<file path="src/rtl/data_read_ctrl_pkg.sv">
// Shared definitions for the acquisition sequencer: state encodings, status bit
// positions and register map offsets used by the AXI-lite register blocks.
package data_read_ctrl_pkg;

    typedef enum logic [1:0] {
        ST_IDLE    = 2'h0,
        ST_ARM     = 2'h1,
        ST_CAPTURE = 2'h2,
        ST_DONE    = 2'h3
    } state_t;

    localparam int SR_BUSY_BIT    = 0;
    localparam int SR_DONE_BIT    = 1;
    localparam int SR_ABORTED_BIT = 2;
    localparam int SR_TIMEOUT_BIT = 3;

    localparam logic [7:0] REG_CR_ADDR      = 8'h00;
    localparam logic [7:0] REG_SR_ADDR      = 8'h04;
    localparam logic [7:0] REG_LEN_ADDR     = 8'h08;
    localparam logic [7:0] REG_TIMEOUT_ADDR = 8'h0C;
    localparam logic [7:0] REG_COUNT_ADDR   = 8'h10;

    // Packs the sticky/live flags into the SR register image.
    function automatic logic [3:0] pack_status(input logic busy, input logic done,
                                               input logic aborted, input logic timeout);
        logic [3:0] sr;
        sr                 = '0;
        sr[SR_BUSY_BIT]    = busy;
        sr[SR_DONE_BIT]    = done;
        sr[SR_ABORTED_BIT] = aborted;
        sr[SR_TIMEOUT_BIT] = timeout;
        return sr;
    endfunction

endpackage

</file>
<file path="src/rtl/data_read_ctrl_if.sv">
// Control, sample-stream, buffer-write and status bundle of the acquisition
// sequencer. The slave modport is the sequencer's view.
interface data_read_ctrl_if #(
    parameter int DATA_W = 16,
    parameter int ADDR_W = 10
);
    logic              cr_start;
    logic              cr_abort;
    logic [ADDR_W-1:0] cfg_len;
    logic [31:0]       cfg_timeout;
    logic              trigger;
    logic              sample_valid;
    logic [DATA_W-1:0] sample_data;
    logic              wr_en;
    logic [ADDR_W-1:0] wr_addr;
    logic [DATA_W-1:0] wr_data;
    logic              sr_busy;
    logic              sr_done;
    logic              sr_aborted;
    logic              sr_timeout;
    logic [ADDR_W:0]   sr_count;
    logic              irq;

    modport master (
        output cr_start, cr_abort, cfg_len, cfg_timeout, trigger, sample_valid, sample_data,
        input  wr_en, wr_addr, wr_data, sr_busy, sr_done, sr_aborted, sr_timeout, sr_count, irq
    );

    modport slave (
        input  cr_start, cr_abort, cfg_len, cfg_timeout, trigger, sample_valid, sample_data,
        output wr_en, wr_addr, wr_data, sr_busy, sr_done, sr_aborted, sr_timeout, sr_count, irq
    );

endinterface

</file>
<file path="src/rtl/data_read_ctrl_trig_timer.sv">
// ARM-state trigger timeout counter; used only when DATA_READ_TRIG_TIMEOUT_EN
// is defined. expired is high during the limit-th consecutive ARM cycle.
module data_read_trig_timer
    import data_read_ctrl_pkg::*;
(
    input  logic        S_AXI_ACLK,
    input  logic        S_AXI_ARESET,
    input  logic        clear,
    input  logic        run,
    input  logic [31:0] limit,
    output logic        expired
);

    logic [31:0] cnt_q;

    always_ff @(posedge S_AXI_ACLK) begin
        if (S_AXI_ARESET || clear) begin
            cnt_q <= '0;
        end else if (run) begin
            cnt_q <= cnt_q + 32'd1;
        end
    end

    // A zero limit disables the timeout entirely.
    assign expired = run && (limit != 32'd0) && (cnt_q == limit - 32'd1);

endmodule

</file>
<file path="src/rtl/data_read_ctrl.sv">
// Acquisition sequencer: start -> ARM -> trigger -> CAPTURE cfg_len samples -> DONE.
// Optional trigger timeout in ARM is built only with DATA_READ_TRIG_TIMEOUT_EN.
module data_read_ctrl
    import data_read_ctrl_pkg::*;
#(
    parameter int DATA_W = 16,
    parameter int ADDR_W = 10
) (
    input  logic            S_AXI_ACLK,
    input  logic            S_AXI_ARESET,
    data_read_ctrl_if.slave bus
);

    localparam logic [ADDR_W:0]   FULL_LEN = {1'b1, {ADDR_W{1'b0}}};
    localparam logic [ADDR_W:0]   ONE_CNT  = {{ADDR_W{1'b0}}, 1'b1};
    localparam logic [ADDR_W-1:0] ONE_ADDR = {{(ADDR_W-1){1'b0}}, 1'b1};

    state_t            state_q, state_d;
    logic              start_hit, abort_hit, accept, last_smp;
    logic              timeout_hit, timeout_take, enter_done, in_arm;
    logic [ADDR_W-1:0] addr_q;
    logic [ADDR_W:0]   len_q, count_q;
    logic              done_q, aborted_q, irq_q;
    logic              wr_en_p1;
    logic [ADDR_W-1:0] wr_addr_p1;
    logic [DATA_W-1:0] wr_data_p1;

    always_ff @(posedge S_AXI_ACLK) begin
        if (S_AXI_ARESET) state_q <= ST_IDLE;
        else              state_q <= state_d;
    end

    always_comb begin
        state_d = state_q;
        case (state_q)
            ST_IDLE, ST_DONE: if (start_hit) state_d = ST_ARM;
            ST_ARM: begin
                if (abort_hit)        state_d = ST_IDLE;
                else if (bus.trigger) state_d = last_smp ? ST_DONE : ST_CAPTURE;
                else if (timeout_hit) state_d = ST_DONE;
            end
            ST_CAPTURE: begin
                if (abort_hit)     state_d = ST_IDLE;
                else if (last_smp) state_d = ST_DONE;
            end
            default: state_d = ST_IDLE;
        endcase
    end

    // Abort outranks every other event, including a start arriving with it.
    always_comb begin
        in_arm       = (state_q == ST_ARM);
        start_hit    = bus.cr_start && !bus.cr_abort &&
                       (state_q == ST_IDLE || state_q == ST_DONE);
        abort_hit    = bus.cr_abort && (state_q == ST_ARM || state_q == ST_CAPTURE);
        accept       = !abort_hit && bus.sample_valid &&
                       ((in_arm && bus.trigger) || state_q == ST_CAPTURE);
        last_smp     = accept && ((count_q + ONE_CNT) == len_q);
        timeout_take = in_arm && !abort_hit && !bus.trigger && timeout_hit;
        enter_done   = (state_d == ST_DONE) && (state_q != ST_DONE);
    end

    // Stage p1: accepted sample becomes a buffer write one cycle later.
    always_ff @(posedge S_AXI_ACLK) begin
        if (S_AXI_ARESET) begin
            addr_q     <= '0;
            count_q    <= '0;
            len_q      <= '0;
            done_q     <= 1'b0;
            aborted_q  <= 1'b0;
            irq_q      <= 1'b0;
            wr_en_p1   <= 1'b0;
            wr_addr_p1 <= '0;
            wr_data_p1 <= '0;
        end else begin
            wr_en_p1 <= accept;
            irq_q    <= enter_done;
            if (start_hit) begin
                len_q     <= (bus.cfg_len == '0) ? FULL_LEN : {1'b0, bus.cfg_len};
                addr_q    <= '0;
                count_q   <= '0;
                done_q    <= 1'b0;
                aborted_q <= 1'b0;
            end else begin
                if (accept) begin
                    addr_q     <= addr_q + ONE_ADDR;
                    count_q    <= count_q + ONE_CNT;
                    wr_addr_p1 <= addr_q;
                    wr_data_p1 <= bus.sample_data;
                end
                if (abort_hit)  aborted_q <= 1'b1;
                if (enter_done) done_q    <= 1'b1;
            end
        end
    end

`ifdef DATA_READ_TRIG_TIMEOUT_EN
    logic timeout_q;

    data_read_trig_timer u_trig_timer (
        .S_AXI_ACLK   (S_AXI_ACLK),
        .S_AXI_ARESET (S_AXI_ARESET),
        .clear        (start_hit),
        .run          (in_arm),
        .limit        (bus.cfg_timeout),
        .expired      (timeout_hit)
    );

    always_ff @(posedge S_AXI_ACLK) begin
        if (S_AXI_ARESET || start_hit) timeout_q <= 1'b0;
        else if (timeout_take)         timeout_q <= 1'b1;
    end

    assign bus.sr_timeout = timeout_q;
`else
    logic unused_timeout;

    assign timeout_hit    = 1'b0;
    assign unused_timeout = ^{bus.cfg_timeout, timeout_take};
    assign bus.sr_timeout = 1'b0;
`endif

    assign bus.wr_en      = wr_en_p1;
    assign bus.wr_addr    = wr_addr_p1;
    assign bus.wr_data    = wr_data_p1;
    assign bus.sr_busy    = (state_q == ST_ARM) || (state_q == ST_CAPTURE);
    assign bus.sr_done    = done_q;
    assign bus.sr_aborted = aborted_q;
    assign bus.sr_count   = count_q;
    assign bus.irq        = irq_q;

endmodule

</file>
<file path="src/flat_wrapper.sv">
// flat-port wrapper written by rule: the top's interface ports become plain ports
module data_read_ctrl_flat import data_read_ctrl_pkg::*;
#(
    parameter int DATA_W = 16,
    parameter int ADDR_W = 10
)
  (S_AXI_ACLK, S_AXI_ARESET, bus_cr_start, bus_cr_abort, bus_cfg_len, bus_cfg_timeout, bus_trigger, bus_sample_valid, bus_sample_data, bus_wr_en, bus_wr_addr, bus_wr_data, bus_sr_busy, bus_sr_done, bus_sr_aborted, bus_sr_timeout, bus_sr_count, bus_irq);
  data_read_ctrl_if #(.DATA_W(DATA_W), .ADDR_W(ADDR_W)) bus_i ();
  input  logic S_AXI_ACLK;
  input  logic S_AXI_ARESET;
  input wire logic [$bits(bus_i.cr_start)-1:0] bus_cr_start;
  input wire logic [$bits(bus_i.cr_abort)-1:0] bus_cr_abort;
  input wire logic [$bits(bus_i.cfg_len)-1:0] bus_cfg_len;
  input wire logic [$bits(bus_i.cfg_timeout)-1:0] bus_cfg_timeout;
  input wire logic [$bits(bus_i.trigger)-1:0] bus_trigger;
  input wire logic [$bits(bus_i.sample_valid)-1:0] bus_sample_valid;
  input wire logic [$bits(bus_i.sample_data)-1:0] bus_sample_data;
  output wire logic [$bits(bus_i.wr_en)-1:0] bus_wr_en;
  output wire logic [$bits(bus_i.wr_addr)-1:0] bus_wr_addr;
  output wire logic [$bits(bus_i.wr_data)-1:0] bus_wr_data;
  output wire logic [$bits(bus_i.sr_busy)-1:0] bus_sr_busy;
  output wire logic [$bits(bus_i.sr_done)-1:0] bus_sr_done;
  output wire logic [$bits(bus_i.sr_aborted)-1:0] bus_sr_aborted;
  output wire logic [$bits(bus_i.sr_timeout)-1:0] bus_sr_timeout;
  output wire logic [$bits(bus_i.sr_count)-1:0] bus_sr_count;
  output wire logic [$bits(bus_i.irq)-1:0] bus_irq;
  assign bus_i.cr_start = bus_cr_start;
  assign bus_i.cr_abort = bus_cr_abort;
  assign bus_i.cfg_len = bus_cfg_len;
  assign bus_i.cfg_timeout = bus_cfg_timeout;
  assign bus_i.trigger = bus_trigger;
  assign bus_i.sample_valid = bus_sample_valid;
  assign bus_i.sample_data = bus_sample_data;
  assign bus_wr_en = bus_i.wr_en;
  assign bus_wr_addr = bus_i.wr_addr;
  assign bus_wr_data = bus_i.wr_data;
  assign bus_sr_busy = bus_i.sr_busy;
  assign bus_sr_done = bus_i.sr_done;
  assign bus_sr_aborted = bus_i.sr_aborted;
  assign bus_sr_timeout = bus_i.sr_timeout;
  assign bus_sr_count = bus_i.sr_count;
  assign bus_irq = bus_i.irq;
  data_read_ctrl #(.DATA_W(DATA_W), .ADDR_W(ADDR_W)) u_core (.S_AXI_ACLK(S_AXI_ACLK), .S_AXI_ARESET(S_AXI_ARESET), .bus(bus_i));
endmodule
</file>
<file path="config.mk">
export PLATFORM = sky130hd
export DESIGN_NAME = data_read_ctrl_flat
export DESIGN_NICKNAME = d
export VERILOG_FILES = /design/src/rtl/data_read_ctrl_pkg.sv /design/src/rtl/data_read_ctrl_if.sv /design/src/rtl/data_read_ctrl_trig_timer.sv /design/src/rtl/data_read_ctrl.sv /design/src/flat_wrapper.sv
export SDC_FILE = /design/constraint.sdc
export NUM_CORES = 1
export LEC_CHECK = 0
export CAP_MARGIN = 20
export CORE_MARGIN = 2
export CORE_UTILIZATION = 48
export DETAILED_ROUTE_END_ITERATION = 16
export PLACE_DENSITY = 0.84
export SYNTH_ARGS = -nofsm -noshare
export SYNTH_HDL_FRONTEND = slang
export SYNTH_SLANG_ARGS = --single-unit
</file>
<file path="constraint.sdc">
create_clock -name S_AXI_ACLK -period 3.5 [get_ports S_AXI_ACLK]
set_input_delay 0.35 -clock S_AXI_ACLK [delete_from_list [all_inputs] [get_ports S_AXI_ACLK]]
set_output_delay 0.35 -clock S_AXI_ACLK [all_outputs]
set_load 0.005 [all_outputs]
</file>
== Yosys cells after proc, flatten, opt, wreduce, memory -nomap -nowiden ==
Index checks and enable logic that the tools add are counted.
Word-level totals
  logic and storage cells: 45
  output and inout bits: 43
  bits in registers: 64
Cells by class
  $add $sub $neg: 2
  mux-type cells: 8
  eq/ne operators: 6
  bitwise logic cells: 1
  reduce and logical (&&, ||, !) cells: 18
Operators by type and width (number)
  adder 11 x 1 -> 11 bit (second input constant): 1
  equality test 11 bit: 1
  two-way mux 11 bit: 1
  adder 10 x 1 -> 10 bit (second input constant): 1
  logical NOT 10 bit: 1
  two-way mux 2 bit: 5
  logical AND 1 bit: 8
  equality test 2 bit (second input constant): 3
  one-hot mux 2 bit (3 select lines): 1
  OR reduction 2 bit: 2
  logical OR 1 bit: 3
  equality test 2 x 1 -> 1 bit (second input constant): 1
  logical NOT 1 bit: 2
  logical NOT 2 bit: 1
  inequality test 2 bit (second input constant): 1
  AND reduction 2 bit: 1
  two-way mux 1 bit: 1
  inverter 1 bit: 1

== Longest topological paths before layout ==
  depth in word-level cells: 13
  gate-level depth with buffers: 9
  depth with buffers taken out: 9

== Least setup slack after synthesis ==
OpenSTA, ideal clock, no wires.
  kind: register to register
  start point: register u_core.count_q[0] (netlist: u_core.bus.sr_count[0])
  end point: register u_core.irq_q (netlist: u_core.bus.irq)
  setup slack: 1.508 ns
  stages on the path, launching flop included: 9
  clock period less this slack: 1.992 ns
  buffers on the path: 0
  setup time: 0.116 ns
  data arrival time: 1.877 ns
  cell sequence: dfxtp_1 ha_1 nand2_1 o311a_1 a31oi_1 nor3_1 a31o_1 and2_4 and3_1
On the way
  longest elaborated chain between the ends: 9
  elaborated cells on any way between the ends: 11
Ends and longest elaborated chain
  from (decl): RTL line data_read_ctrl.sv:22  | logic [ADDR_W:0] len_q, count_q;
  from (signal assigned): RTL line data_read_ctrl.sv:87  | count_q <= count_q + ONE_CNT;
  adder 11 x 1 -> 11 bit (*): RTL line data_read_ctrl.sv:58  | last_smp = accept && ((count_q + ONE_CNT) == len_q);
  equality test 11 bit (*): RTL line data_read_ctrl.sv:58
  logical AND 1 bit (*): RTL line data_read_ctrl.sv:58
  two-way mux 1 bit: RTL line data_read_ctrl.sv:39  | else if (bus.trigger) state_d = last_smp ? ST_DONE : ST_CAPTURE;
  two-way mux 2 bit: RTL line data_read_ctrl.sv:39
  two-way mux 2 bit: RTL line data_read_ctrl.sv:38  | if (abort_hit) state_d = ST_IDLE;
  one-hot mux 2 bit (3 select lines) (*): RTL line data_read_ctrl.sv:35  | case (state_q)
  equality test 2 bit (*): RTL line data_read_ctrl.sv:60  | enter_done = (state_d == ST_DONE) && (state_q != ST_DONE);
  logical AND 1 bit (*): RTL line data_read_ctrl.sv:60
  to (signal assigned): RTL line data_read_ctrl.sv:77  | irq_q <= enter_done;
  to (decl): RTL line data_read_ctrl.sv:23  | logic done_q, aborted_q, irq_q;
Mark *: on every way between the ends. The rest lies on a longest branch, timed or not.
A chain may end at the register's enable or synchronous reset.

== Worst setup path after layout ==
  start point: register u_core.state_q[0]
  end point: register u_core.addr_q[9]
On the way
  longest elaborated chain between the ends: 6
  elaborated cells on any way between the ends: 14
Ends and longest elaborated chain
  from (decl): RTL line data_read_ctrl.sv:18  | state_t state_q, state_d;
  from (signal assigned): RTL line data_read_ctrl.sv:30  | else state_q <= state_d;
  equality test 2 x 1 -> 1 bit or equality test 2 bit (tied branches): RTL line data_read_ctrl.sv:52, data_read_ctrl.sv:55, data_read_ctrl.sv:57
  logical OR 1 bit: RTL line data_read_ctrl.sv:55  | abort_hit = bus.cr_abort && (state_q == ST_ARM || state_q == ST_CAPTURE);
  logical AND 1 bit: RTL line data_read_ctrl.sv:55
  logical NOT 1 bit: RTL line data_read_ctrl.sv:56  | accept = !abort_hit && bus.sample_valid &&
  logical AND 1 bit (2 in a row): RTL line data_read_ctrl.sv:56
  to (signal assigned): RTL line data_read_ctrl.sv:86  | addr_q <= addr_q + ONE_ADDR;
  to (decl): RTL line data_read_ctrl.sv:21  | logic [ADDR_W-1:0] addr_q;
Several ways; a longest one is shown, not always the timed one.

==> impl_metrics.json <==
{
  "syn_to_final_growth_pct": 33.4,
  "core_mm2": 0.00585,
  "syn_area_mm2": 0.00287,
  "grt_util_all_layers_pct": 21.5,
  "post-cts-setup-buffers": 0,
  "cts_buffers": 9,
  "antenna_found_initial": 0,
  "gp_congestion": 0.828,
  "cp_slowest_cell": "nor3b_4",
  "pin_count": 107,
  "grt_max_degree": 36,
  "dr.first_iter.drc_count": 155,
  "synth_cells": 345,
  "async_reset_ff_share_pct": 0,
  "setup.worst_path.start": "u_core.state_q[0]$_SDFF_PP0_",
  "worstPathArrival_ns": 2.64,
  "finalSetupTns_ns": 0,
  "post-route-util_pct": 65.4,
  "crit_fanout": 10,
  "grt_pass1_vias": 2440,
  "required_ns": 3.71,
  "cts_tree": "done",
  "cp_top_family": "simple AND/OR/NAND/NOR gates",
  "postRouteAntennaNets": 0,
  "firstDrtPassIters": 4,
  "start_util_pct": 49.0,
  "cts.sinks": 64,
  "synth_largest_area_cell": "dfxtp_1",
  "ys.flop_type": "dfxtp_1",
  "syn_avg_cell_area_um2": 8.31,
  "r2r_cells": 9,
  "clkLatencyLatePin_ns": 0.34,
  "cts.clk_slew.worst_paths_ns": 0.07,
  "root_buffer": "clkbuf_8",
  "vdd_drop_max_uv": 289,
  "final_hold_viol_count": 0,
  "tightest_slew_ns": 0.783,
  "crit_path_end": "u_core.addr_q[9]$_SDFFE_PP0P_",
  "synthTopCellsByCount": "nand2_1 (81), dfxtp_1 (64), a21oi_1 (41), nor2_1 (30), xor2_1 (18)",
  "die_x_um": 81.3,
  "regArea_mm2": 0.00128,
  "clock_skew_ns": 0.0135,
  "cts_resized": 0,
  "fin_area_mm2": 0.00382,
  "final_nets": 483,
  "multi_input_area_mm2": 0.00145,
  "diodes": 0,
  "slowest_delay_ns": 0.46,
  "hold-worst-slack_ns": 0.455,
  "grt_pass1_wl_um": 10800,
  "synth-seq-cells": 64,
  "place_area_mm2": 0.00361,
  "p_int_mw": 1.20,
  "rsz0062_at_grt": "false",
  "yosysTopAreaCellShare_pct": 44.7,
  "critPathKind": "reg -> reg",
  "p_leak_nw": 1.35,
  "path_cells": "inv_1 > ha_1 > nor2b_1 > nor3b_4 > buf_4 > and4_1 > nand3_1 > xor2_1 > nor2_1",
  "final.period_utilization_pct": 69.5,
  "vias": 2608,
  "power.switching_mw": 0.354,
  "hold_class": "reg -> reg",
  "routed_wl_um": 6640,
  "ys_types": 45,
  "cap_viol_max_count": 0,
  "status": "finished, final reports clean",
  "p_comb_share_pct": 7.9,
  "n_fill_cell": 487,
  "r2r-start": "u_core.state_q[0]$_SDFF_PP0_",
  "h-tree-depth": 3,
  "worstSetupPathDepth": 9,
  "rr_endpoint": "u_core.addr_q[9]$_SDFFE_PP0P_",
  "grt_overflow": 0,
  "relSlewSlack_pct": 47.7,
  "drc": 0,
  "crit_path_start_kind": "flip-flop",
  "die_y_um": 81.3,
  "fin_cells": 494,
  "fmax_mhz": 411,
  "endpoint_kind": "flip-flop",
  "power_density_mw_per_mm2": 407,
  "die-area_mm2": 0.00661,
  "row_count": 28,
  "synth_edf_count": 0,
  "drive_gt1_share_pct": 6.68,
  "finalSetupViolations": 0,
  "critPathBufInv": 2,
  "ys_warn_count": 0,
  "clkPwrFrac_pct": 43.9,
  "viasPerCell": 5.28,
  "avgRoutedWirePerCell_um": 13.4,
  "r2r_setup_slack_ns": 1.07,
  "synth_nets": 414,
  "seq_power_share_pct": 48.2,
  "slew_viol_final": 0,
  "dpl.cell_count": 478,
  "yosysSeqAreaShare_pct": 44.7,
  "hold_buffers": 0,
  "port_buffers": 73,
  "post-synth-top-count-cell": "nand2_1",
  "period_needed_ns": 2.43,
  "cts_max_path_buffers": 2,
  "switching_share_pct": 22.7,
  "place_hpwl_um": 4790,
  "synth_area_leaders": "dfxtp_1 (45%), nand2_1 (11%), a21oi_1 (7.2%)"
}
[power groups by stage]
| stage | Combinational (mW) | Clock (mW) | Sequential (mW) |
|---|---|---|---|
| global placement | 0.120 | 0 | 0.766 |
| floorplan | 0.0638 | 0 | 0.764 |
| finish | 0.123 | 0.685 | 0.750 |
| detailed placement | 0.122 | 0 | 0.767 |
| CTS | 0.123 | 0.695 | 0.750 |
| global route | 0.136 | 0.723 | 0.751 |
[metrics by stage]
stage | total power [mW] | worst slack [ns]
CTS | 1.57 | 1.07
detailed placement | 0.889 | 1.01
global route | 1.61 | 0.869
floorplan | 0.828 | 1.51
global placement | 0.886 | 1.02
finish | 1.56 | 1.07
[state kept, by name (all words and copies together), names as in the netlist]
signal	cells
u_core.bus.sr_aborted	1
u_core.bus.sr_count	11
u_core.bus.irq	1
u_core.bus.sr_done	1
u_core.bus.wr_en	1
u_core.addr_q	10
u_core.len_q	11
u_core.bus.wr_data	16
u_core.bus.wr_addr	10
u_core.state_q	2
[cell usage in the layout, fill, tap and decap left out, drive strengths merged, types with 4 or more instances in the layout]
cell type / Yosys / routed
a21oi: 41 / 41
and2: 6 / 6
buf: 9 / 4
clkbuf: 10 / 10
clkdlybuf4s50: 0 / 73
clkinv: 0 / 4
dfxtp: 64 / 64
ha: 5 / 5
inv: 7 / 7
nand2: 81 / 81
nand3: 8 / 8
nand4: 8 / 8
nor2: 30 / 30
nor3: 5 / 5
o21ai: 6 / 6
xnor2: 14 / 14
xor2: 18 / 18
[area by class of cell]
type	instances	area share, %
clock inverters	6	2.19
repair buffers	77	19.9
clock buffers	10	3.34
flip-flops and latches	64	33.5
inverters	7	0.687
multi-input cells	255	37.9
well taps	75	2.45
[logic make-up (layout without fill, tap and decap cells)]
| kind of cell | Yosys count | after routing | share of synthesized area (%) |
|---|---|---|---|
| compound gates | 62 | 62 | 12.8 |
| xor+xnor | 32 | 32 | 9.78 |
| fa+ha+maj | 5 | 5 | 2.18 |
| buf+inv | 26 | 100 | 4.71 |
| flops | 64 | 64 | 44.7 |
| mux | 2 | 2 | 0.698 |
| other cells | 1 | 1 | 0.131 |
| simple gates | 153 | 153 | 25.0 |
[worst min path at each step]
| stage | startpoint | cells past startpoint | endpoint |
|---|---|---|---|
| final | u_core.bus.wr_addr[7]$_SDFFE_PP0P_ | 2 | u_core.bus.wr_addr[7]$_SDFFE_PP0P_ |
| after global routing | u_core.bus.wr_data[4]$_SDFFE_PP0P_ | 2 | u_core.bus.wr_data[4]$_SDFFE_PP0P_ |
| after CTS | u_core.bus.wr_addr[6]$_SDFFE_PP0P_ | 2 | u_core.bus.wr_addr[6]$_SDFFE_PP0P_ |
| after detailed placement | u_core.bus.wr_addr[6]$_SDFFE_PP0P_ | 2 | u_core.bus.wr_addr[6]$_SDFFE_PP0P_ |
| after global placement | u_core.bus.wr_data[5]$_SDFFE_PP0P_ | 2 | u_core.bus.wr_data[5]$_SDFFE_PP0P_ |
| after floorplan | u_core.addr_q[9]$_SDFFE_PP0P_ | 2 | u_core.bus.wr_addr[9]$_SDFFE_PP0P_ |
[layer usage]
| metal | track usage (%) | routed length [um] | share of wire, % | vias up |
|---|---|---|---|---|
| met5 | 0 | 0 | 0 | - |
| met4 | 11.5 | 175 | 2.6 | 0 |
| met3 | 6.22 | 414 | 6.2 | 19 |
| met2 | 34.6 | 3110 | 47 | 79 |
| met1 | 25.7 | 2950 | 44 | 1221 |
| li1 | - | - | - | 1289 |
[worst min-delay path, delay by kind of cell, from the launching register on]
family | cells | cell delay [ns]
AND/OR/NAND/NOR | 1 | 0.05
flip-flops | 1 | 0.31
AO/OA/AOI/OAI | 1 | 0.05
(Power assumes the default switching activity.)
==> RTL edit 1: new RTL, config.mk and constraints unchanged <==
`DATA_W` is set to 16 in 3 places; all go to 32.
--- a/src/rtl/data_read_ctrl_if.sv
+++ b/src/rtl/data_read_ctrl_if.sv
@@ -1,7 +1,7 @@
 // Control, sample-stream, buffer-write and status bundle of the acquisition
 // sequencer. The slave modport is the sequencer's view.
 interface data_read_ctrl_if #(
-    parameter int DATA_W = 16,
+    parameter int DATA_W = 32,
     parameter int ADDR_W = 10
 );
     logic              cr_start;
--- a/src/rtl/data_read_ctrl.sv
+++ b/src/rtl/data_read_ctrl.sv
@@ -3,7 +3,7 @@
 module data_read_ctrl
     import data_read_ctrl_pkg::*;
 #(
-    parameter int DATA_W = 16,
+    parameter int DATA_W = 32,
     parameter int ADDR_W = 10
 ) (
     input  logic            S_AXI_ACLK,
--- a/src/flat_wrapper.sv
+++ b/src/flat_wrapper.sv
@@ -1,7 +1,7 @@
 // flat-port wrapper written by rule: the top's interface ports become plain ports
 module data_read_ctrl_flat import data_read_ctrl_pkg::*;
 #(
-    parameter int DATA_W = 16,
+    parameter int DATA_W = 32,
     parameter int ADDR_W = 10
 )
   (S_AXI_ACLK, S_AXI_ARESET, bus_cr_start, bus_cr_abort, bus_cfg_len, bus_cfg_timeout, bus_trigger, bus_sample_valid, bus_sample_data, bus_wr_en, bus_wr_addr, bus_wr_data, bus_sr_busy, bus_sr_done, bus_sr_aborted, bus_sr_timeout, bus_sr_count, bus_irq);
Interface: changed (resized bus_sample_data and bus_wr_data); port bits go from 107 to 139. The function was not compared with the original's and may differ.
==> RTL edit 1 against the unedited design <==
Sequential share of layout area rose by 1.2 points; largest cell class unchanged; critical path type unchanged; cell area grew 21%; clock power shrank 7.0%; global-route usage down 0.43 points; routed wire length rose by 23%; synthesized area up 17%; sequential cell count increased by 16; setup slack worse by 290 ps; combinational power up 28%; power grew 11%; hold slack hardly changed; critical path depth is 1 lower.
==> RTL edit 1: results (changes against the unedited design) <==
Peak supply drop=0.227 mV (was 0.289 mV); Async SR Flop Fraction=0% (unchanged); Reg2Reg Launch Point=u_core.bus.sr_count[0] (was u_core.state_q[0]); dpl ws=834 ps (was 1010 ps); Post-synth top cells=nand2_1, dfxtp_1, a21oi_1, nor2_1, xnor2_1 (was nand2_1, dfxtp_1, a21oi_1, nor2_1, xor2_1); # diodes=0 (unchanged); leakage power=1.57 nW (was 1.35 nW); postcts setup bufs=0 (unchanged); ratio of cells with drive above 1 in the final layout=6.23% (was 6.68%); FF-to-FF path depth=8 (was 9); number of flip-flops in the largest register=32 (was 16); Max Buffers Root-to-Sink=2 (unchanged); number of antenna violations at the first check in global routing=0 (unchanged); H-tree depth=3 (unchanged); sequential element share of the synthesized area=47.8% (was 44.7%); first-pass GRT wire length=12,800 um (was 10,800 um); final setup skew=14.5 ps (was 13.5 ps); Max FO, Critical Path=7 (was 10); reg2reg setup slack=780 ps (was 1070 ps); hold path cells=2 (unchanged); Worst-Skew Late Latency=340 ps (about the same); synth warn=0 (unchanged); Fillers=554 (was 487); largest net degree at the start of global routing=57 (was 36); outcome=finished clean (unchanged); DP Wirelength=5750 um (was 4790 um); number of global-route vias before repair=2,793 (was 2,440); count of different cell masters after synthesis=41 (was 45); Synthesized Nets=498 (was 414); average via count per standard cell=5.26 (was 5.28); worst flop-to-flop path endpoint=u_core.bus.sr_done (was u_core.addr_q[9]); Overall Global Routing Usage=21.0% (was 21.5%); Hold Path Class=reg -> reg (unchanged); First-pass DRT Iterations=5 (was 4); number of I/O port buffers=105 (was 73); placer's final routability congestion estimate=0.929 (was 0.828); # nets final=594 (was 483); clock root buffer=clkbuf_8 (unchanged); WHS Endpoint=u_core.bus.wr_addr[8] (was u_core.bus.wr_addr[7]); ys flop type=dfxtp_1 (unchanged); hold path start=u_core.bus.wr_addr[8] (was u_core.bus.wr_addr[7]); Least-Margin Pin Slew=784 ps (was 783 ps); wire length per cell=13.7 um (was 13.4 um); synth top area cells=dfxtp_1, nand2_1, a21oi_1, xnor2_1, nor2_1 (was dfxtp_1, nand2_1, a21oi_1, xor2_1, xnor2_1); Reg clk slew, reported paths=80 ps; initial DRC count=316 (was 155); final hold violations=0 (unchanged); Resized Gates After CTS=0 (unchanged); TritonCTS buffer count=9 (unchanged); signal arrival time at the worst endpoint=3000 ps (was 2640 ps)
[RTL edit 1: changes by cell type after synthesis, moves of 3 or more]
cell / before / now
a21oi_1: 41 / 57
and2_1: 5 / 0
clkbuf_1: 9 / 20
dfxtp_1: 64 / 80
nand2_1: 81 / 112
nand3_1: 7 / 10
nor4_1: 2 / 5
xnor2_1: 14 / 22
xor2_1: 18 / 10
[RTL edit 1: final cells by class]
class | instances | area [sq um] | area share (%)
Inverter | 7 | 26.3 | 0.570
Sequential cell | 80 | 1600 | 34.7
Clock inverter | 6 | 48.8 | 1.06
Clock buffer | 10 | 138 | 2.98
Tap cell | 80 | 100 | 2.17
Multi-Input combinational cell | 302 | 1620 | 35.2
Timing Repair Buffer | 109 | 1080 | 23.3
[RTL edit 1: stage by stage]
stage | hold WS [ps] | cells | instance area [sq um]
after detailed placement | 446 | 578 | 4430
after floorplan | 442 | 413 | 3350
final | 454 | 594 | 4610
after CTS | 457 | 594 | 4610
after global routing | 475 | 594 | 4610
after global placement | 441 | 578 | 4430
[RTL edit 1: power by group]
| group | internal, mW | switching (mW) | leakage, nW |
|---|---|---|---|
| registers | 0.925 | 0.0117 | 0.646 |
| logic | 0.0856 | 0.0722 | 0.833 |
| clock network | 0.286 | 0.351 | 0.0912 |
| total | 1.30 | 0.435 | 1.57 |
[RTL edit 1: kinds of logic (layout without fill, tap and decap cells)]
group | count (synthesis) | in the layout | share of synthesized area (%)
compound gates | 79 | 79 | 13.5
xor+xnor | 32 | 32 | 8.37
fa+ha+maj | 5 | 5 | 1.87
buf+inv | 31 | 132 | 3.77
flops | 80 | 80 | 47.8
other cells | 1 | 1 | 0.112
simple gates | 185 | 185 | 24.5
[RTL edit 1: critical path, cell delays in order (launching register included)]
cell and delay (ps):
dfxtp_1 510, ha_1 370, nand3_1 150, or4_1 530, a22oi_1 200, and4_1 280, a41oi_1 170, or3_4 370
o21ai_2 100
[RTL edit 1: layer usage]
layer,vias to the layer above,share of wire [%],global-route usage [%]
li1,1565,-,-
met1,1442,44,27.2
met2,104,49,34.4
met3,14,5.0,4.08
met4,0,1.9,8.81
met5,-,0,0
[RTL edit 1: worst max path at each step]
stage | slack, ps | from | end | depth (start not counted)
after floorplan | 1100 | u_core.bus.sr_count[0] | u_core.bus.sr_done | 9
after global placement | 900 | u_core.bus.sr_count[0] | u_core.bus.sr_done | 8
after detailed placement | 830 | u_core.bus.sr_count[0] | u_core.bus.sr_done | 8
after CTS | 800 | u_core.bus.sr_count[0] | u_core.bus.sr_done | 8
after global routing | 660 | u_core.bus.sr_count[0] | u_core.bus.sr_done | 8
final | 780 | u_core.bus.sr_count[0] | u_core.bus.sr_done | 8
==> RTL edit 2: new RTL, config.mk and constraints unchanged <==
Without the edit above. The 4 states of `state_t` get a one-hot encoding in 4 bits.
--- a/src/rtl/data_read_ctrl_pkg.sv
+++ b/src/rtl/data_read_ctrl_pkg.sv
@@ -2,11 +2,11 @@
 // positions and register map offsets used by the AXI-lite register blocks.
 package data_read_ctrl_pkg;
 
-    typedef enum logic [1:0] {
-        ST_IDLE    = 2'h0,
-        ST_ARM     = 2'h1,
-        ST_CAPTURE = 2'h2,
-        ST_DONE    = 2'h3
+    typedef enum logic [3:0] {
+        ST_IDLE    = 4'b0001,
+        ST_ARM     = 4'b0010,
+        ST_CAPTURE = 4'b0100,
+        ST_DONE    = 4'b1000
     } state_t;
 
     localparam int SR_BUSY_BIT    = 0;
Check against the original RTL: same outputs for any inputs over 10 cycles, from zero or initial values and one cycle with S_AXI_ARESET high; not proved beyond that.
==> RTL edit 2 against the unedited design <==
Setup slack lost 230 ps; sequential power rose by 2%; critical path depth is 3 lower; clock power grew 2%; count of clock-buffer cells in the layout is 1 higher; routed wire length grew 7.3%; synthesized area is 3.1% higher; cell area up 3.1%; sequential cell count rose by 2; power about the same; critical endpoint is now u_core.bus.irq; largest power group unchanged.
==> RTL edit 2: results (changes against the unedited design) <==
Internal Dissipation=1.23 mW (was 1.20 mW); sequential element share of the synthesized area=44.7% (about the same); final setup skew=8.28 ps (was 13.5 ps); count of different cell masters after synthesis=48 (was 45); final worst path period share=76.1% (was 69.5%); WHS Endpoint=u_core.bus.wr_data[7] (was u_core.bus.wr_addr[7]); Worst Setup SP=u_core.bus.sr_count[0] (was u_core.state_q[0]); DP Wirelength=5010 um (was 4790 um); placer's final routability congestion estimate=0.887 (was 0.828); Fmax=0.376 GHz (was 0.411 GHz); FF-to-FF path depth=6 (was 9); signal arrival time at the worst endpoint=2850 ps (was 2640 ps); met1 Track Usage GR=26.6% (was 25.7%); outcome=finished clean (unchanged); Detail Route met3 WL=480 um (was 414 um); Clk. pwr=0.696 mW (was 0.685 mW); met2 WL=3440 um (was 3110 um); Fillers=514 (was 487); reg2reg setup slack=840 ps (was 1070 ps); GRT met2 Usage=36.0% (was 34.6%); area grow syn2layout=33.4% (about the same); Placed Area=3720 sq um (was 3610 sq um); Max FO, Critical Path=11 (was 10); hold path start=u_core.bus.wr_data[7] (was u_core.bus.wr_addr[7]); total power=1.56 mW (about the same); first-pass GRT wire length=11,500 um (was 10,800 um); Overall Global Routing Usage=22.2% (was 21.5%); combinational group share of total power=6.1% (was 7.9%); Synthesized Nets=421 (was 414); number of global-route vias before repair=2,542 (was 2,440); initial DRC count=181 (was 155); slew margin rel.=54.2% (was 47.7%); Hold WS=457 ps (was 455 ps); synth top area cells=dfxtp_1, nand2_1, xnor2_1, a21oi_1, nor2_1 (was dfxtp_1, nand2_1, a21oi_1, xor2_1, xnor2_1)
RTL edit 2: final cells by class:
| class | instances | share of cell area [%] |
|---|---|---|
| Timing Repair Buffer | 78 | 19.5 |
| Clock buffer | 11 | 3.59 |
| Clock inverter | 5 | 1.97 |
| Tap cell | 75 | 2.38 |
| Inverter | 5 | 0.476 |
| Multi-Input combinational cell | 261 | 38.6 |
| Sequential cell | 66 | 33.5 |
RTL edit 2: worst max-delay path: stages, from the launching register on:
cell and delay, ps:
dfxtp_1 570, ha_1 510, nand3b_1 140, a221oi_1 360, nor2_1 90, or3_1 370
a2111oi_0 470
RTL edit 2: logic make-up after synthesis:
kind of cell               synth area share (%)
and+or+nand+nor                            25.1
adders and majority gates                 0.847
xor gates and xnor gates                   9.78
DFF                                        44.7
buffers and inverters                      3.85
muxes                                      2.37
other                                     0.127
AOI/OAI and AO/OA                          13.3
